### config.mk
export PLATFORM = sky130hd
export DESIGN_NAME = expand_tokens
export DESIGN_NICKNAME = d
export VERILOG_FILES = /design/src/rtl/expand_tokens.sv
export SDC_FILE = /design/constraint.sdc
export NUM_CORES = 1
export LEC_CHECK = 0
export ABC_AREA = 0
export BUFFER_PORTS_ARGS = -buffer_cell sky130_fd_sc_hd__buf_2
export CORE_AREA = 2 2 39 41
export CTS_CLUSTER_SIZE = 30
export DETAILED_ROUTE_END_ITERATION = 7
export DIE_AREA = 0 0 41 43
export GPL_TIMING_DRIVEN = 0
export SETUP_SLACK_MARGIN = 0.15
export SLEW_MARGIN = 40
export SYNTH_ARGS = -nofsm -noshare
export SYNTH_HDL_FRONTEND = slang
export SYNTH_SLANG_ARGS = --single-unit
### constraint.sdc
create_clock -name clk -period 2.1 [get_ports clk]
set_input_delay 0.21 -clock clk [delete_from_list [all_inputs] [get_ports clk]]
set_output_delay 0.21 -clock clk [all_outputs]
set_load 0.03 [all_outputs]
### src/rtl/expand_tokens.sv
// expand_tokens: each accepted input token credits FACTOR output tokens; b emits one per cycle until the backlog drains.
// Latency: first b one cycle after the accepting a. Optional ready/drop behaviour under EXPAND_TOKENS_BACKPRESSURE_EN.
// Without backpressure every a is accepted and excess credits saturate at MAX_PENDING, setting the sticky overflow.
module expand_tokens #(
    parameter int FACTOR      = 2,
    parameter int MAX_PENDING = 15,
    localparam int CW         = $clog2(MAX_PENDING + 1)
) (
    input  logic          clk,
    input  logic          rst,
    input  logic          a,
    input  logic          clr_ovf,
    output logic          b,
    output logic [CW-1:0] pending,
    output logic          overflow,
    output logic          idle
`ifdef EXPAND_TOKENS_BACKPRESSURE_EN
    ,
    output logic          ready
`endif
);

    localparam int AW = CW + 4;
    localparam logic [AW-1:0] FACTOR_W = AW'(FACTOR);
    localparam logic [AW-1:0] MAX_W    = AW'(MAX_PENDING);
    localparam logic [CW-1:0] MAX_P    = CW'(MAX_PENDING);

    logic          accepted;
    logic          dropped;
    logic          emit;
    logic          sat;
    logic [AW-1:0] total;
    logic [AW-1:0] next_p;

`ifdef EXPAND_TOKENS_BACKPRESSURE_EN
    // Accept only when a full FACTOR credit fits after this cycle's drain.
    assign ready = ({4'b0000, pending} + FACTOR_W - AW'(1)) <= MAX_W;
`endif

    always_comb begin
        accepted = a;
        dropped  = 1'b0;
`ifdef EXPAND_TOKENS_BACKPRESSURE_EN
        accepted = a && ready;
        dropped  = a && !ready;
`endif
        total  = {4'b0000, pending} + (accepted ? FACTOR_W : '0);
        emit   = (total != '0);
        next_p = total - {{(AW-1){1'b0}}, emit};
        sat    = next_p > MAX_W;
    end

    assign idle = (pending == '0) && !b;

    always_ff @(posedge clk) begin
        if (!rst) begin
            b        <= 1'b0;
            pending  <= '0;
            overflow <= 1'b0;
        end else begin
            b       <= emit;
            pending <= sat ? MAX_P : CW'(next_p);
            // A new loss in the same cycle as a clear keeps the flag set.
            if (sat || dropped)
                overflow <= 1'b1;
            else if (clr_ovf)
                overflow <= 1'b0;
        end
    end

endmodule

==> results.md, run 1 <==
* Setup_tns at -544 ps
* Die height at 43 um
* Critical path cell sequence: ha_4 > ha_4 > and2_4 > a21oi_4 > or4_4 > ha_4 > ha_4 > a21oi_4 > o32ai_4 > o21a_1
* Unrepaired setup endpoints after global routing: true
* Ant. Diodes at 0
* Reg2reg start: pending[1]
* FP Rows at 14
* Die Footprint at 1760 um^2
* Maximum vdd drop at 831 uV
* Vias in the first global route at 372
* Critical Path RT at 2240 ps
* Max Buffers Root-to-Sink at 2
* Global-route wire length before repair at 1420 um
* ANT nets after route at 0
* Tmin final at 2220 ps
* Synth Area in XOR/XNOR at 7.32%
* Status: finished with violations
* # IOs at 11
* GRT Total Usage at 12.4%
* Sink Count at 6
* Initial antenna violation count at 0
* Layout cells sized above 1 at 56.9%
* Yosys warns at 0
* Largest net degree at the start of global routing at 7
* Total number of vias at 348
* Compound-Gate Fraction of Synth Area at 19.2%
* Crit path arrival time at 2360 ps
* GP Congestion at 0.735
* Worst path buffer plus inverter count at 0
* Largest family of logic cells by synthesized area: simple AND/OR/NAND/NOR gates
* Area Overhead vs Synth at 71.4%
* CP delay by family, top: adder cells
* Worst-margin pin slew at 287 ps
* Simple-Gate Fraction of Synth Area at 22.0%
* Final hold viol count at 0
* Initial cell density of the core at 25.9%
* CP Launch Point: pending[1]
* GRT overflow at 0
* Clock Root Buffer: clkbuf_4
* Slack of the critical path at -119 ps
* 1st-iter DRT viols at 1
* Crit Path Class: reg2reg
* Avg WL per Cell at 10.8 um
* Period Utilization, post-route at 106%
* Nets at 67
* Setup Skew at 4.26 ps
* Clock transition at the registers of the reported paths at 50 ps
* Die width at 41 um
* # DRC at 0
* PwrDens at 1960 nW/um^2
* Class of the tightest hold or removal check: in2reg
* Mapped Cells at 37
* Number of synthesized register bits at 6
* CP max stage cell: or4_4
* TritonRoute pass-1 iters at 2
* Core area at 1380 um^2
* Sequential-to-total area share from yosys stat at 33.4%
* CP max stage delay at 440 ps
* CTS buffer count at 3
* Max-slew violation count at 0
* Worst-path maximum fanout at 4
* Syn_nets at 45
* Hold_sp: rst
* Most frequent cells in the layout: buf_2, buf_4
* CTS tree: yes
* H-tree levels at 1
* Distinct cells, synth at 19
* PortBufs at 10
* Max-Cap Viols at 0
* Power Total at 1210 uW
* Vias/cell at 4.70
* Critical path endpoint category: flip-flop
* Failing checks: negative setup slack
* Post-synthesis mux area share at 0%
* Most Frequent Cell on Critical Path: ha_4
* Leakage at 0.000262 uW
* Most common cell after layout, fill and taps aside: buf_2
* Avg Inst Size Synth at 9.71 um^2
* Wirelength, routed at 798 um
* Synthesized area at 359 um^2
* Synth Area in Adders at 13.9%
* Post-DP HPWL at 591 um
* Clk_lat worst skew at 250 ps
* Fin util at 44.5%
* FMAX at 451 MHz
* CP Launch Type: flip-flop
* Final setup fails at 5
* Slew margin rel. at 80.9%
[sequential cells by signal (all words and copies together), names as in the netlist]
name	flops
b	1
overflow	1
pending	4
[worst paths after layout]
path	endpoint	slack, ps	cells past startpoint
min reg2reg	overflow	580	2
min	pending[1]	240	2
max	pending[3]	-120	10
max reg2reg	pending[3]	-120	10
[worst reg2reg max path, stage by stage, from the launching register on]
cell     delay (ps)
dfxtp_4         350
ha_4            130
ha_4            150
and2_4          150
a21oi_4          50
or4_4           440
ha_4            200
ha_4            170
a21oi_4         150
o32ai_4         110
o21a_1          190
[layout make-up]
class / count / area (um^2)
fill: 137 / 768
multi-input combinational: 27 / 314
sequential: 6 / 125
timing repair buffer: 17 / 115
clock buffer: 4 / 26.3
tap: 16 / 20.0
inverter: 4 / 15.0
[cells in the mapped netlist]
master    number  area (um^2)
nor2_1         2         7.51
inv_1          4         15.0
and2_4         1         8.76
nor3b_1        1         7.51
xnor2_1        3         26.3
a21oi_1        1         5.00
a21oi_2        1         8.76
nand3_1        1         5.00
nor2b_1        1         6.26
and2_1         2         12.5
and3b_1        1         8.76
or4_4          1         11.3
o21a_1         4         30.0
o311ai_0       1         8.76
or4_1          1         7.51
ha_1           4         50.1
dfxtp_1        6          120
o32ai_2        1         16.3
nand2_1        1         3.75
[where the power goes]
group	total [uW]	switching (uW)	internal [uW]
logic	864	416	448
clock network	118	45.7	72.2
registers	226	50.8	175
total	1210	513	695
[timing repair]
action                                  in CTS  in global routing
pin swaps                                    3                  0
hold buffers                                 0                  0
endpoints found under the setup margin       5                  5
gates resized for setup                      6                  0
setup buffers                                7                  0
[metrics by stage]
stage	std cells	hold WS [ps]	cell area (um^2)	worst slack [ps]
floorplan	37	327	420	-105
global placement	63	496	490	-151
detailed placement	63	499	490	-180
CTS	74	236	616	-126
global route	74	239	616	-198
finish	74	237	616	-119
[cells by family (layout without fill, tap and decap cells)]
family | count (synthesis) | in the layout
fa+ha+maj | 4 | 4
xor+xnor | 3 | 3
compound gates | 8 | 8
simple gates | 12 | 12
buf+inv | 4 | 25
flops | 6 | 6
[per-layer routing]
| metal | wire length, um | up-vias | GRT usage (%) |
|---|---|---|---|
| li1 | - | 174 | - |
| met1 | 344 | 161 | 13.8 |
| met2 | 391 | 11 | 18.8 |
| met3 | 54 | 2 | 7.85 |
| met4 | 8 | 0 | 4.00 |
| met5 | 0 | - | 0 |
(Power assumes the default switching activity.)
==> run 2: changes to the inputs <==
CAP_MARGIN = 20   (was not set)
CTS_BUF_LIST = sky130_fd_sc_hd__clkbuf_16   (was not set)
SKIP_LAST_GASP = 1   (was not set)
==> run 2 against run 1 <==
  * The run still ends with negative setup slack left
  * Via count shrank 0.86%
  * Clock skew shrank 3.0 ps
  * Maximum frequency grew 0.18%
  * Sequential power is essentially flat
  * Critical path depth is the same
  * Worst hold slack gained 27 ps
  * Final area grew 8.5%
  * Flip-flop and latch count is the same
  * Non-clock buffer count is the same
  * Count of clock-buffer cells in the layout shrank 1
  * Register-to-register slack is essentially flat
  * Power grew 16%
  * Critical endpoint unchanged
==> results.md, run 2 (synthesized netlist as in run 1, its figures left out) <==
* Status: finished with violations
* Failing checks: negative setup slack
* PwrDens at 2100 nW/um^2 (+7.1%)
* Final hold viol count at 0 (unchanged)
* Cts hold-fix bufs at 0 (unchanged)
* Die width at 41 um (unchanged)
* Max-slew violation count at 0 (unchanged)
* CP Launch Type: flip-flop
* Hold Path Stages at 2 (unchanged)
* Max Buffers Root-to-Sink at 2 (unchanged)
* Post-DP HPWL at 591 um (unchanged)
* Class of the tightest hold or removal check: in2reg
* Crit path arrival time at 2330 ps (-30 ps)
* Global-route wire length before repair at 1440 um (+0.99%)
* Final setup fails at 5 (unchanged)
* Sink Count at 6 (unchanged)
* Hold_sp: rst
* Clock transition at the registers of the reported paths at 40 ps (about the same)
* Layout fillers at 133 (-2.9%)
* Nets at 67 (unchanged)
* Vias/cell at 4.66 (-0.86%)
* PortBufs at 10 (unchanged)
* Avg WL per Cell at 11.1 um (+2.6%)
* Slew margin rel. at 80.8% (about the same)
* Core area at 1380 um^2 (unchanged)
* Worst Hold Path EP: pending[1]
* Most common cell after layout, fill and taps aside: buf_2
* Area Overhead vs Synth at 86.1%
* Maximum vdd drop at 994 uV (+20%)
* H-tree levels at 1 (unchanged)
* Initial antenna violation count at 0 (unchanged)
* Setup Skew at 1.28 ps (-2.98 ps)
* FF+latch area at 125 um^2 (unchanged)
* Top reg by flops: pending
* Total number of vias at 345 (-0.86%)
* Wirelength, routed at 819 um (+2.6%)
* Placed cell count at 63 (unchanged)
* FP Rows at 14 (unchanged)
* Critical Path RT at 2220 ps (-20 ps)
* Setup_tns at -527 ps (+16.9 ps)
* Tmin final at 2210 ps (-4.01 ps)
* Flop-to-flop setup slack at -110 ps (about the same)
* GRT overflow at 0 (unchanged)
* Most frequent cells in the layout: buf_2, buf_4, inv_1
* Reg2reg start: pending[1]
* FMAX at 451 MHz (+0.18%)
* Clk_lat worst skew at 230 ps (-20 ps)
* Largest net degree at the start of global routing at 7 (unchanged)
* Critical path endpoint category: flip-flop
* # DRC at 0 (unchanged)
* Initial cell density of the core at 25.9% (unchanged)
* Max-Cap Viols at 0 (unchanged)
* Slack of the critical path at -115 ps (+4.01 ps)
* Footprint of the multi-input gates at 314 um^2 (unchanged)
* CTS tree: yes
* Ant. Diodes at 0 (unchanged)
* Fin util at 48.3% (+3.8 points)
* 1st-iter DRT viols at 1 (unchanged)
* Top flop regs: pending (4), b (1), overflow (1)
* Max reg flops at 4 (unchanged)
* # IOs at 11 (unchanged)
* Worst-path maximum fanout at 4 (unchanged)
* CTS buffer count at 3 (unchanged)
* GP Congestion at 0.735 (unchanged)
* ANT nets after route at 0 (unchanged)
* Reg2Reg Depth at 10 (unchanged)
* Period Utilization, post-route at 105% (-0.19 points)
* Layout cells sized above 1 at 56.9% (unchanged)
* GRT Total Usage at 12.9% (+0.43 points)
* Non-Filler Instances at 74 (unchanged)
* Worst r2r dst: pending[3]
* Die Footprint at 1760 um^2 (unchanged)
* Vias in the first global route at 374 (+0.54%)
* Leakage at 0.000289 uW (+10%)
* Die height at 43 um (unchanged)
* Worst-margin pin slew at 287 ps (+0.234 ps)
* Unrepaired setup endpoints after global routing: true
* Crit Path Class: reg2reg
* TritonRoute pass-1 iters at 2 (unchanged)
* Clock Root Buffer: clkbuf_16
[run 2: changes by cell type in the layout (fill, tap and decap cells not counted)]
cell       delta
inv_1         +1
clkbuf_16     +3
clkbuf_4      -3
clkbuf_1      -1
[run 2: cell type report]
cell class                      instances  share of cell area [%]
Inverter                                4                    2.25
Timing Repair Buffer                   17                    17.2
Multi-Input combinational cell         27                    47.0
Clock buffer                            3                    11.2
Clock inverter                          1                   0.562
Tap cell                               16                    3.00
Sequential cell                         6                    18.7
[run 2: critical path: stages, from the launching register on]
cell and delay, ps:
dfxtp_4 350, ha_4 130, ha_4 150, and2_4 150, a21oi_4 50, or4_4 440, ha_4 200, ha_4 170
a21oi_4 150, o32ai_4 110, o21a_1 190
[run 2: per-stage QoR]
| step | cell area (um^2) | setup slack (ps) | hold WS [ps] | power [uW] |
|---|---|---|---|---|
| floorplan | 420 | -105 | 327 | 757 |
| detailed placement | 490 | -180 | 499 | 900 |
| CTS | 668 | -116 | 264 | 1430 |
| global route | 668 | -192 | 274 | 1520 |
| finish | 668 | -115 | 263 | 1400 |
| global placement | 490 | -151 | 496 | 883 |
[run 2: timing repair]
item,in CTS,in global routing
gates resized for setup,6,0
gates cloned,0,0
endpoints found under the setup margin,5,5
buffers inserted,7,0
hold endpoints to repair,0,0
pin swaps,3,0
[run 2: worst max-delay path by stage]
stage	startpoint	endpoint	slack, ps	cells after the start
2_1_floorplan	pending[1]	pending[0]	-100	10
3_3_place_gp	pending[1]	pending[0]	-150	10
3_5_place_dp	pending[1]	pending[3]	-180	10
4_1_cts	pending[1]	pending[3]	-120	10
5_1_grt	pending[1]	pending[3]	-190	10
6_report	pending[1]	pending[3]	-110	10
[run 2: power by group]
group	total (uW)	leakage [uW]	switching, uW	internal (uW)
Clock	314	0.0000423	66.9	247
Combinational	864	0.000196	415	448
Sequential	226	0.0000509	51.3	175
[run 2: metal layers]
metal	global-route usage (%)	wire length, um	up-vias
met3	7.85	54	2
li1	-	-	173
met2	19.1	403	10
met4	6.00	8	0
met5	0	0	-
met1	13.9	352	160
